===== config.mk =====
export PLATFORM = sky130hd
export DESIGN_NAME = ps2_key_tracker
export DESIGN_NICKNAME = d
export VERILOG_FILES = /design/src/rtl/ps2_key_tracker.sv
export SDC_FILE = /design/constraint.sdc
export NUM_CORES = 1
export LEC_CHECK = 0
export ABC_CLOCK_PERIOD_IN_PS = 2600
export BUFFER_PORTS_ARGS = -buffer_cell sky130_fd_sc_hd__buf_4
export CAP_MARGIN = 5
export CORE_MARGIN = 1.5
export CORE_UTILIZATION = 58
export CTS_CLUSTER_DIAMETER = 120
export DETAILED_ROUTE_END_ITERATION = 8
export GPL_ROUTABILITY_DRIVEN = 1
export PLACE_DENSITY = 0.8
export REMOVE_ABC_BUFFERS = 1
export SYNTH_ARGS = -nofsm -noshare
export SYNTH_HDL_FRONTEND = slang
export SYNTH_SLANG_ARGS = --single-unit

===== constraint.sdc =====
create_clock -name Clock -period 2.6 [get_ports Clock]
set_input_delay 0.39 -clock Clock [delete_from_list [all_inputs] [get_ports Clock]]
set_output_delay 0.39 -clock Clock [all_outputs]
set_load 0.02 [all_outputs]

===== src/rtl/ps2_key_tracker.sv =====
// rtl/ps2_key_tracker.sv - PS/2 set-2 scan-code decoder tracking held game keys
module ps2_key_tracker #(
    parameter int TIMEOUT_CYCLES = 250000,
    parameter int E1_SKIP_BYTES  = 7
) (
    input  logic       Clock,
    input  logic       reset,
    input  logic [7:0] ps2_byte,
    input  logic       ps2_byte_en,
    input  logic       flush,
    output logic [7:0] kbData,
    output logic       kbExt,
    output logic [4:0] key_held,
    output logic [4:0] key_press,
    output logic       seq_error
);

    localparam int CNT_W  = $clog2(TIMEOUT_CYCLES + 1);
    localparam int SKIP_W = $clog2(E1_SKIP_BYTES + 1);

    localparam logic [CNT_W-1:0]  CNT_LAST   = CNT_W'(TIMEOUT_CYCLES - 1);
    localparam logic [SKIP_W-1:0] SKIP_START = SKIP_W'(E1_SKIP_BYTES);

    typedef enum logic [2:0] {
        S_IDLE,
        S_EXT,
        S_BRK,
        S_EXT_BRK,
        S_SKIP
    } state_t;

    state_t            state_q, state_d;
    logic [CNT_W-1:0]  cnt_q, cnt_d;
    logic [SKIP_W-1:0] skip_q, skip_d;
    logic [7:0]        kb_data_q, kb_data_d;
    logic              kb_ext_q, kb_ext_d;
    logic [4:0]        held_q, held_d;
    logic [4:0]        press_q, press_d;
    logic              err_q, err_d;

    logic              do_make;
    logic              do_brk;
    logic              code_ext;
    logic [4:0]        act;

    // Action bit for a code: {back, view, pause, play, jump}
    function automatic logic [4:0] action_of(input logic [7:0] c, input logic e);
        logic [4:0] a;
        a = '0;
        if (!e) begin
            case (c)
                8'h29, 8'h1D: a[0] = 1'b1;
                8'h5A:        a[1] = 1'b1;
                8'h4D:        a[2] = 1'b1;
                8'h1B:        a[3] = 1'b1;
                8'h76:        a[4] = 1'b1;
                default:      a    = '0;
            endcase
        end else begin
            case (c)
                8'h75:   a[0] = 1'b1;
                8'h5A:   a[1] = 1'b1;
                default: a    = '0;
            endcase
        end
        return a;
    endfunction

    // Controller responses and self-test bytes that carry no key information
    function automatic logic is_ignored(input logic [7:0] c);
        return (c == 8'h00) || (c == 8'hAA) || (c == 8'hEE) || (c == 8'hFA) ||
               (c == 8'hFC) || (c == 8'hFE) || (c == 8'hFF);
    endfunction

    // State and output registers
    always_ff @(posedge Clock or negedge reset) begin
        if (!reset) begin
            state_q   <= S_IDLE;
            cnt_q     <= '0;
            skip_q    <= '0;
            kb_data_q <= 8'h00;
            kb_ext_q  <= 1'b0;
            held_q    <= '0;
            press_q   <= '0;
            err_q     <= 1'b0;
        end else begin
            state_q   <= state_d;
            cnt_q     <= cnt_d;
            skip_q    <= skip_d;
            kb_data_q <= kb_data_d;
            kb_ext_q  <= kb_ext_d;
            held_q    <= held_d;
            press_q   <= press_d;
            err_q     <= err_d;
        end
    end

    // Sequence decode, prefix timeout and key bookkeeping
    always_comb begin
        state_d   = state_q;
        cnt_d     = cnt_q;
        skip_d    = skip_q;
        kb_data_d = kb_data_q;
        kb_ext_d  = kb_ext_q;
        held_d    = held_q;
        press_d   = '0;
        err_d     = 1'b0;
        do_make   = 1'b0;
        do_brk    = 1'b0;
        code_ext  = 1'b0;

        if (flush) begin
            // Game reset drops any coincident byte and all held keys
            state_d   = S_IDLE;
            cnt_d     = '0;
            skip_d    = '0;
            kb_data_d = 8'h00;
            kb_ext_d  = 1'b0;
            held_d    = '0;
        end else if (ps2_byte_en) begin
            // A byte always wins over an expiring timeout
            cnt_d = '0;
            case (state_q)
                S_IDLE: begin
                    if (ps2_byte == 8'hE0) begin
                        state_d = S_EXT;
                    end else if (ps2_byte == 8'hF0) begin
                        state_d = S_BRK;
                    end else if (ps2_byte == 8'hE1) begin
                        state_d = S_SKIP;
                        skip_d  = SKIP_START;
                    end else if (!is_ignored(ps2_byte)) begin
                        do_make = 1'b1;
                    end
                end
                S_EXT: begin
                    if (ps2_byte == 8'hF0) begin
                        state_d = S_EXT_BRK;
                    end else begin
                        do_make  = 1'b1;
                        code_ext = 1'b1;
                        state_d  = S_IDLE;
                    end
                end
                S_BRK: begin
                    do_brk  = 1'b1;
                    state_d = S_IDLE;
                end
                S_EXT_BRK: begin
                    do_brk   = 1'b1;
                    code_ext = 1'b1;
                    state_d  = S_IDLE;
                end
                S_SKIP: begin
                    if (skip_q <= SKIP_W'(1)) begin
                        skip_d  = '0;
                        state_d = S_IDLE;
                    end else begin
                        skip_d = skip_q - SKIP_W'(1);
                    end
                end
                default: state_d = S_IDLE;
            endcase
        end else if (state_q != S_IDLE) begin
            // Mid-sequence silence: abort once the gap reaches the limit
            if (cnt_q == CNT_LAST) begin
                state_d = S_IDLE;
                cnt_d   = '0;
                skip_d  = '0;
                err_d   = 1'b1;
            end else begin
                cnt_d = cnt_q + CNT_W'(1);
            end
        end else begin
            cnt_d = '0;
        end

        act = action_of(ps2_byte, code_ext);

        if (do_make) begin
            kb_data_d = ps2_byte;
            kb_ext_d  = code_ext;
            held_d    = held_q | act;
            press_d   = act & ~held_q;
        end

        if (do_brk) begin
            held_d = held_q & ~act;
            // Only the release of the newest key clears kbData
            if ((kb_data_q == ps2_byte) && (kb_ext_q == code_ext)) begin
                kb_data_d = 8'h00;
                kb_ext_d  = 1'b0;
            end
        end
    end

    assign kbData    = kb_data_q;
    assign kbExt     = kb_ext_q;
    assign key_held  = held_q;
    assign key_press = press_q;
    assign seq_error = err_q;

endmodule

==> impl_metrics.ini <==
[clock_network]
cts_buffer_depth = 2
h-tree-depth = 2
cts_resized = 0
cts_sinks = 44
hold_buffers = 0
clk_pin_slew_ns = 0.09
post_cts_buffers = 0
root_buffer = clkbuf_8
tritoncts = built
insertion_delay_ns = 0.31
cts_buffers = 5

[timing]
report.final.slew_viol_count = 0
hold_violations = 0
whs_ns = 0.07047
rsz0062_at_grt = no
setup_ws_ns = 0.2955
tightest_slew_ns = 0.5998
skew_ns = 0.008709
post-route-period-util = 0.8863
final-setup-viol-count = 0
period_needed_ns = 2.305
finalSetupTns_ns = 0
relSlewSlack = 0.6001
max_freq_ghz = 0.4339

[pwr]
p_leak_nw = 1.252
ir_worst_vdd_v = 0.0003340
power.density_mw_per_mm2 = 482.2

[die]
die-area_mm2 = 0.004853
start_util = 0.5961
die_y_um = 69.66
num_rows = 24
die_x_um = 69.66
coreArea_mm2 = 0.004324
pin_count = 32

[cells_and_area]
fin_nets = 320
fin_util = 0.6759
antenna_cells = 0
n_fill_cell = 387
syn2layout_area_growth_pct = 13.40
layout-drive-gt1-share = 0.1797

[yosys]
ys_seq_elements = 44
syn_area_per_cell_um2 = 9.140
synthCells = 282
synth_cell_types = 49
ys_seq_area_frac = 0.4272
synthFlopType = dfrtp_1
yosysWarnings = 0
synth_edf_count = 0
synth_area_mm2 = 0.002577
ys_async_sr_fraction = 1.000

[worst_setup_path]
required_ns = 2.83
critPathLaunchType = flop
end_kind = flop
critPathMaxFanout = 18
arrival_ns = 2.53
worstSetupPathType = flop to flop

[route]
drc = 0
num_vias = 2153
drt_wl_total_um = 5669
drt_iter0_drc = 128
routedWlPerCell_um = 15.84
antenna_left = 0
vias_per_cell = 6.014
dr.pass1.iters = 5

[worst_hold_path]
min_path_type = primary input to asynchronous set/reset pin

[global_route]
grt_pass1_vias = 2069
grt_max_degree = 45
grt_first_pass_wirelength_um = 9729
antenna_found_initial = 0
grt-ovfl-total = 0
track_usage = 0.2503

[place]
post-dp-hpwl_um = 4082
io_buffer_count = 31
gp_congestion = 0.8881
dp_slack_ns = 0.1892

[outcome]
outcome = completed

[flow_run]
maxCapViolations = 0
[per-stage QoR]
| stage | std cells | power, W | cell area, um^2 |
|---|---|---|---|
| 3_3_place_gp | 350 | 0.0009573 | 2825 |
| 2_1_floorplan | 263 | 0.0008621 | 2497 |
| 3_5_place_dp | 350 | 0.0009638 | 2825 |
| 6_report | 358 | 0.001409 | 2923 |
| 4_1_cts | 358 | 0.001422 | 2923 |
| 5_1_grt | 358 | 0.001477 | 2923 |
[report_power, final]
part / switching, W / internal, W / total, W / leakage [nW]
combinational: 0.000138 / 0.0000877 / 0.000225 / 0.600
sequential: 0.0000237 / 0.000703 / 0.000726 / 0.608
clock: 0.000243 / 0.000215 / 0.000458 / 0.0434
[worst max-delay path, stage by stage (launching register included)]
cell and delay [ns]:
dfrtp_1 0.43, ha_1 0.24, and3_1 0.23, nor4b_1 0.17, and3_1 0.15, or4_1 0.78
nor2_1 0.21
[routing by layer]
layer	global-route usage	vias up	wire [um]
li1	-	1040	-
met5	0	-	0
met2	0.4327	41	2815
met3	0.04797	10	203
met1	0.3133	1062	2553
met4	0.08974	0	96
[cells by family after synthesis]
group	after synthesis	share of synthesized area
buffers and inverters	29	0.04563
AOI/OAI and AO/OA	48	0.1272
DFF	44	0.4272
xor gates and xnor gates	26	0.08835
muxes	3	0.01262
adders and majority gates	3	0.01456
and+or+nand+nor	129	0.2845
[path summary, 6_finish.rpt]
path                             startpoint            to  slack (ns)  depth (start not counted)
worst max-delay path               cnt_q[0]      cnt_q[1]        0.30                          6
worst min-delay path                  reset     cnt_q[14]        0.07                          1
worst max register to register     cnt_q[0]      cnt_q[1]        0.30                          6
worst min register to register  key_held[1]  key_press[1]        0.46                          1
max in group asynchronous             reset  key_press[2]        2.16                          1
min in group Clock                    flush   key_held[0]        0.32                          2
[cell usage after synthesis, drive strengths merged (2+ instances only)]
cell type	n	area (um^2)
a211o	2	17.52
a211oi	3	22.52
a21oi	12	60.06
a31oi	4	25.02
a41oi	3	45.05
and2	2	12.51
and3	8	50.05
buf	3	20.01
clkbuf	16	60.06
dfrtp	44	1101
ha	3	37.54
inv	10	37.54
mux2	2	22.52
nand2	17	63.81
nand2b	2	12.51
nand3	17	85.08
nand4	4	25.02
nand4bb	2	22.52
nor2	30	112.6
nor2b	12	75.07
nor3	10	50.05
nor3b	5	37.54
nor4	5	52.55
nor4b	3	26.28
o21a	2	15.01
o21ai	14	70.07
o41ai	2	17.52
or3	2	12.51
or4	4	37.53
or4b	2	20.02
xnor2	13	113.9
xor2	13	113.9
[flip-flops by register name, indices dropped and copies added (netlist names)]
register,count
key_held,5
state_q,3
key_press,5
cnt_q,18
kbData,8
seq_error,1
skip_q,3
kbExt,1
[area by class of cell]
| type | count | area, um^2 | share of cell area |
|---|---|---|---|
| tap | 52 | 65.06 | 0.02226 |
| multi-input combinational | 209 | 1359 | 0.4649 |
| clock inverter | 2 | 15.01 | 0.005137 |
| clock buffer | 6 | 82.58 | 0.02825 |
| sequential | 44 | 1101 | 0.3767 |
| inverter | 10 | 37.54 | 0.01284 |
| timing repair buffer | 35 | 262.8 | 0.08990 |
[layout by cell type, fill, tap and decap left out, types with 2 or more instances in the layout]
master,count
a21oi_1,12
o21a_1,2
a211o_1,2
o41ai_1,2
ha_1,3
nand2_1,17
or4b_2,2
o21ai_0,14
clkbuf_8,6
and2_1,2
nand4bb_1,2
and3_1,8
nor4b_1,3
xnor2_1,13
nand4_1,4
a211oi_1,3
nor3_1,10
clkinvlp_4,2
or4_4,2
dfrtp_1,44
nor2b_1,12
nor2_1,30
nor3b_1,5
xor2_1,13
a31oi_1,4
nand2b_1,2
mux2_2,2
inv_1,10
a41oi_1,2
buf_4,35
nor4_1,3
or3_1,2
nand3_1,17
or4_1,2
Note: power is estimated with default switching activity, not from simulation.
